$ cat config.mk
export PLATFORM = sky130hd
export DESIGN_NAME = pipeline_fwd_unit
export DESIGN_NICKNAME = d
export VERILOG_FILES = /design/src/rtl/pipeline_fwd_unit.sv
export SDC_FILE = /design/constraint.sdc
export NUM_CORES = 1
export LEC_CHECK = 0
export CAP_MARGIN = 20
export CORE_MARGIN = 4
export CORE_UTILIZATION = 35
export CTS_CLUSTER_SIZE = 20
export DETAILED_ROUTE_END_ITERATION = 6
export PLACE_DENSITY = 0.77
export SKIP_LAST_GASP = 1
export SLEW_MARGIN = 5
export SYNTH_ARGS = -nofsm -noshare
export SYNTH_HDL_FRONTEND = slang
export SYNTH_SLANG_ARGS = --single-unit
$ cat constraint.sdc
create_clock -name clk -period 5.6 [get_ports clk]
set_input_delay 1.12 -clock clk [delete_from_list [all_inputs] [get_ports clk]]
set_output_delay 1.12 -clock clk [all_outputs]
set_load 0.01 [all_outputs]
$ cat src/rtl/pipeline_fwd_unit.sv
// Forwarding and load-use interlock unit for the 5-stage pipeline.
// A shift-register scoreboard tracks in-flight register writes. Each operand port takes its
// data from the youngest in-flight producer, or from the register file when there is none.
// Decode is stalled while that producer is a load whose data has not yet reached a
// forwardable stage.
// Optional build macro: FWD_PERF_CNT_EN adds saturating stall and forward cycle counters.
module pipeline_fwd_unit #(
   parameter int unsigned DATA_WIDTH     = 16,
   parameter int unsigned REG_ADDR_WIDTH = 4,
   parameter int unsigned N_READ         = 2,
   parameter int unsigned FWD_DEPTH      = 3,
   parameter int unsigned LOAD_LAT       = 1
) (
   input  logic                             clk,
   input  logic                             RST,
   input  logic                             issue_valid,
   input  logic                             issue_we,
   input  logic                             issue_is_load,
   input  logic [REG_ADDR_WIDTH-1:0]        issue_rd,
   input  logic                             flush,
   input  logic [N_READ*REG_ADDR_WIDTH-1:0] rs_addr,
   input  logic [N_READ*DATA_WIDTH-1:0]     rs_data_rf,
   input  logic [FWD_DEPTH*DATA_WIDTH-1:0]  stage_data,
   output logic [N_READ*DATA_WIDTH-1:0]     fwd_data,
   output logic [N_READ-1:0]                fwd_hit,
   output logic                             stall
`ifdef FWD_PERF_CNT_EN
   ,
   output logic [31:0]                      perf_stall_cnt,
   output logic [31:0]                      perf_fwd_cnt
`endif
);

   // Scoreboard entries: index 0 is the stage right after decode.
   logic [FWD_DEPTH-1:0]      v_q, v_d;
   logic [FWD_DEPTH-1:0]      ld_q, ld_d;
   logic [REG_ADDR_WIDTH-1:0] rd_q [FWD_DEPTH];
   logic [REG_ADDR_WIDTH-1:0] rd_d [FWD_DEPTH];

   // Per-port youngest-match search, forwarding mux and load-use interlock.
   always_comb begin
      logic                      found;
      logic                      usable;
      logic [DATA_WIDTH-1:0]     hit_data;
      logic [REG_ADDR_WIDTH-1:0] addr;
      fwd_data = rs_data_rf;
      fwd_hit  = '0;
      stall    = 1'b0;
      for (int p = 0; p < int'(N_READ); p++) begin
         found    = 1'b0;
         usable   = 1'b0;
         hit_data = '0;
         addr     = rs_addr[p*REG_ADDR_WIDTH +: REG_ADDR_WIDTH];
         // Scan youngest first; the first match shadows any older producer.
         for (int k = 0; k < int'(FWD_DEPTH); k++) begin
            if (!found && v_q[k] && (addr != '0) && (rd_q[k] == addr)) begin
               found    = 1'b1;
               usable   = !ld_q[k] || (k >= int'(LOAD_LAT));
               hit_data = stage_data[k*DATA_WIDTH +: DATA_WIDTH];
            end
         end
         if (found && usable) begin
            fwd_data[p*DATA_WIDTH +: DATA_WIDTH] = hit_data;
            fwd_hit[p]                           = 1'b1;
         end else if (found && issue_valid) begin
            stall = 1'b1;
         end
      end
   end

   // Next scoreboard contents: shift down, insert the issued op or a bubble at entry 0.
   always_comb begin
      v_d[0]  = issue_valid && !stall && !flush && issue_we && (issue_rd != '0);
      ld_d[0] = issue_is_load;
      rd_d[0] = issue_rd;
      for (int k = 1; k < int'(FWD_DEPTH); k++) begin
         // A flush kills the instruction currently in entry 0 before it moves on.
         v_d[k]  = v_q[k-1] && !(flush && (k == 1));
         ld_d[k] = ld_q[k-1];
         rd_d[k] = rd_q[k-1];
      end
   end

   // Scoreboard register with synchronous reset.
   always_ff @(posedge clk) begin
      if (RST) begin
         v_q  <= '0;
         ld_q <= '0;
         for (int k = 0; k < int'(FWD_DEPTH); k++) rd_q[k] <= '0;
      end else begin
         v_q  <= v_d;
         ld_q <= ld_d;
         for (int k = 0; k < int'(FWD_DEPTH); k++) rd_q[k] <= rd_d[k];
      end
   end

`ifdef FWD_PERF_CNT_EN
   logic [31:0] stall_cnt_q, stall_cnt_d;
   logic [31:0] fwd_cnt_q, fwd_cnt_d;

   // Saturating event counters.
   always_comb begin
      stall_cnt_d = stall_cnt_q;
      fwd_cnt_d   = fwd_cnt_q;
      if (stall && (stall_cnt_q != '1)) stall_cnt_d = stall_cnt_q + 32'd1;
      if ((|fwd_hit) && (fwd_cnt_q != '1)) fwd_cnt_d = fwd_cnt_q + 32'd1;
   end

   // Counter registers with synchronous reset.
   always_ff @(posedge clk) begin
      if (RST) begin
         stall_cnt_q <= '0;
         fwd_cnt_q   <= '0;
      end else begin
         stall_cnt_q <= stall_cnt_d;
         fwd_cnt_q   <= fwd_cnt_d;
      end
   end

   assign perf_stall_cnt = stall_cnt_q;
   assign perf_fwd_cnt   = fwd_cnt_q;
`endif

endmodule

==> impl_summary.txt <==
----------------------------------------------------
[Clocking]
  Master cell of the clock root buffer ... sky130_fd_sc_hd__clkbuf_8
  Sink count of the clock tree ... 16
  CTS clk-pin slew, worst paths ... 0.06 ns
  Post-CTS Setup Repair Bufs ... 0
  Number of CTS-inserted buffers ... 3
  CTS tree ... done
  Clock latency on the worst-skew pair ... 0.25 ns
  H-Tree Level Count ... 1
  Hold bufs inserted after CTS ... 0
  CTS Buffer Depth ... 2
  Cells resized by post-CTS repair ... 0

[Floorplan]
  Effective utilization at floorplan ... 37.2%
  Y dimension of the die ... 82.8 um
  Standard-cell row count ... 26
  Die width ... 82.8 um
  Floorplan core area ... 0.00527 sq mm
  Boundary Pins ... 133
  Total die area ... approximately 0.0069 sq mm

[Final layout]
  Most common library cell in the layout ignoring fill and taps ... sky130_fd_sc_hd__clkdlybuf4s50_1
  Nets ... 475
  Top library cells by usage in the layout, fill and taps aside ... sky130_fd_sc_hd__clkdlybuf4s50_1, sky130_fd_sc_hd__nor2_1, sky130_fd_sc_hd__nor2b_1
  Area growth from synthesis to layout ... 73.1%
  Fraction of layout instances using a drive strength above 1 ... about 6.6%
  Number of antenna repair diodes ... 0

[Yosys]
  Flip-flop cell with the highest count after synthesis ... sky130_fd_sc_hd__dfxtp_1
  Synthesized area per cell ... slightly below 8 sq um
  Fraction of synthesized cell area taken by the top area cell type ... 16.3%
  Synthesis-stage register bit count ... 16
  Total number of yosys warnings ... 0
  Synthesized Nets ... 349
  Post-synthesis instance area ... 0.00196 sq mm
  Sequential fraction of the synthesis area ... 16.3%
  Count of distinct cell types in the synthesized netlist ... 43
  Share of async-settable or async-resettable flops after synthesis ... 0%
  Biggest area contributors in the synthesized netlist ... sky130_fd_sc_hd__dfxtp_1, sky130_fd_sc_hd__a221oi_1, sky130_fd_sc_hd__o2bb2ai_1
  Gate count after technology mapping ... around 250
  Count of flip-flops with a built-in enable after synthesis ... 0
  Leading area contributor after synthesis ... sky130_fd_sc_hd__dfxtp_1

[Route]
  Routed Wire Length ... 8060 um
  Number of remaining DRC errors ... 0
  Count of vias placed by the detailed router ... 2534
  Number of nets with antenna violations after routing ... 0
  Via density ... between 5 and 6
  DR iter-0 viols ... 114
  TritonRoute pass-1 iters ... 4
  Average detailed-routed wire length per instance ... 18.1 um

[Timing]
  Layout Skew ... 0.00453 ns
  Worst setup slack after layout ... 0.463 ns
  Fin crit share ... between 90 and 100%
  Final Hold Violating Endpoints ... 0
  Max-Slew Margin vs Limit ... 49.0%
  Fin Setup TNS ... 0 ns
  Max frequency ... 0.195 GHz
  Min Tclk post-route ... 5.14 ns
  Slew at the pin closest to its max-slew limit ... 0.763 ns
  Setup repair after global routing missed its margin ... false
  Final count of negative-setup-slack endpoints ... 0
  Slew Limit Fails ... 0

[Pwr]
  Sequential fraction of design power ... 31.7%
  Clock Power Share ... between 20% and 30%
  Switching Fraction ... 26.4%
  Share of power burned in combinational logic ... 42.5%
  Leakage power total ... about 1.2 nW
  Internal power ... 289 uW
  IR drop worst, VDD ... 96.0 uV
  Power consumption ... 393 uW
  Switching power ... 104 uW
  Cell Pwr Density ... 116 mW/mm^2

[Global route]
  Wire length of the first global-routing pass ... 12900 um
  Tot GR Track Use ... between 20% and 30%
  Vias in the first global route ... between 2000 and 2500
  Overall overflow remaining after global route ... 0
  Initial antenna violation count ... 0
  Maximum number of pins on one net before global-route repair ... 18

[Critical path]
  Slowest stage cell on the critical path ... sky130_fd_sc_hd__clkdlybuf4s50_1
  Worst setup path class ... in2out
  Most frequent CP cell ... sky130_fd_sc_hd__clkdlybuf4s50_1
  Cells traversed along the worst timing path ... clkdlybuf4s50_1 > or3_1 > a21oi_4 > or2_1 > mux2i_4 > buf_4 > o2bb2ai_1 > clkdlybuf4s50_1
  Data arrival time of the critical path ... 4.02 ns
  Sort of element at the start of the critical path ... input pin
  Endpoint required time on the critical path ... 4.48 ns
  Largest incremental delay on the critical path ... ~0.57 ns
  Worst-path maximum fanout ... 12
  Worst setup EP type ... primary output

[Run]
  Number of max-capacitance violations reported ... 0

[Run status]
  Outcome ... finished clean

[Placed design]
  DP Wirelength ... between 6000 and 7000 um
  Count of input and output buffers ... 132
  Pre-CTS worst setup slack ... 0.472 ns
  Routability congestion estimate from global placement ... about 0.92

[Worst hold path]
  Tightest Hold Check Type ... reg2reg

----------------------------------------------------
## worst max-delay path, delay by kind of cell
family	cells	cell delay (ns)
simple gates	2	0.68
mux	1	0.39
compound gates	2	0.41
buf+inv	3	1.40
## cell families (layout without fill, tap and decap cells)
| logic type | after synthesis | in the layout | share of synthesized area [%] |
|---|---|---|---|
| simple gates | 111 | 111 | 30.3 |
| compound gates | 72 | 72 | 32.0 |
| buf+inv | 23 | 148 | 5.42 |
| xor+xnor | 22 | 22 | 9.83 |
| flops | 16 | 16 | 16.3 |
| mux | 7 | 7 | 6.13 |
## cell type report
class	count	area [sq um]
fill	491	1880
multi-input combinational	212	1530
timing repair buffer	140	1380
sequential	16	320
tap	70	87.6
clock buffer	4	55.1
inverter	4	15.0
## metal layers
metal  track usage [%]  share of wire, %  wire length (um)
met1              26.8                40              3230
met5                 0                 0                 0
met2              39.9                49              3930
met3              4.65               7.4               598
met4              9.21               3.8               305
## Yosys cell counts, types with 2 or more instances
master and n:
sky130_fd_sc_hd__nor2_1 29, sky130_fd_sc_hd__nor2b_1 26, sky130_fd_sc_hd__a221oi_1 22, sky130_fd_sc_hd__o2bb2ai_1 22
sky130_fd_sc_hd__dfxtp_1 16, sky130_fd_sc_hd__xnor2_1 16, sky130_fd_sc_hd__nor3_1 13, sky130_fd_sc_hd__clkbuf_1 12
sky130_fd_sc_hd__nand3_1 12, sky130_fd_sc_hd__nand2_1 8, sky130_fd_sc_hd__and3_1 6, sky130_fd_sc_hd__xor2_1 6
sky130_fd_sc_hd__a221o_1 5, sky130_fd_sc_hd__a31oi_1 5, sky130_fd_sc_hd__mux2_4 5, sky130_fd_sc_hd__o211ai_1 5
sky130_fd_sc_hd__o41ai_1 5, sky130_fd_sc_hd__buf_2 4, sky130_fd_sc_hd__inv_1 3, sky130_fd_sc_hd__a21oi_1 2
sky130_fd_sc_hd__and2_1 2, sky130_fd_sc_hd__buf_4 2, sky130_fd_sc_hd__mux2i_4 2, sky130_fd_sc_hd__nand4_1 2
sky130_fd_sc_hd__nor4_1 2, sky130_fd_sc_hd__or3_1 2
## through the flow
stage	instance area, sq um	hold slack [ns]	instances	util, %
2_1_floorplan	1960	0.471	251	-
3_3_place_gp	3330	0.511	441	63.2
3_5_place_dp	3330	0.511	441	63.2
4_1_cts	3390	0.519	445	64.2
5_1_grt	3390	0.535	446	64.4
6_report	3390	0.513	446	64.4
## state kept, by name (all words and copies together) (netlist names)
register,count
ld_q,1
rd_q,12
v_q,3
## worst paths after layout
path / slack (ns) / from / endpoint / depth (start not counted)
max: 0.46 / rs_addr[0] / fwd_data[14] / 8
min: 0.51 / rd_q[0][2] / rd_q[0][6] / 1
max reg2reg: 3.87 / rd_q[0][0] / v_q[0] / 6
min reg2reg: 0.51 / rd_q[0][2] / rd_q[0][6] / 1
## power groups by stage
stage                     Sequential, mW  Combinational (mW)  Clock, mW
after global placement             0.127               0.165          0
after detailed placement           0.127               0.166          0
after global routing               0.125               0.178      0.106
after CTS                          0.124               0.167      0.105
after floorplan                    0.124              0.0597          0
final                              0.124               0.167      0.101
Note: power is estimated with default switching activity, not from simulation.
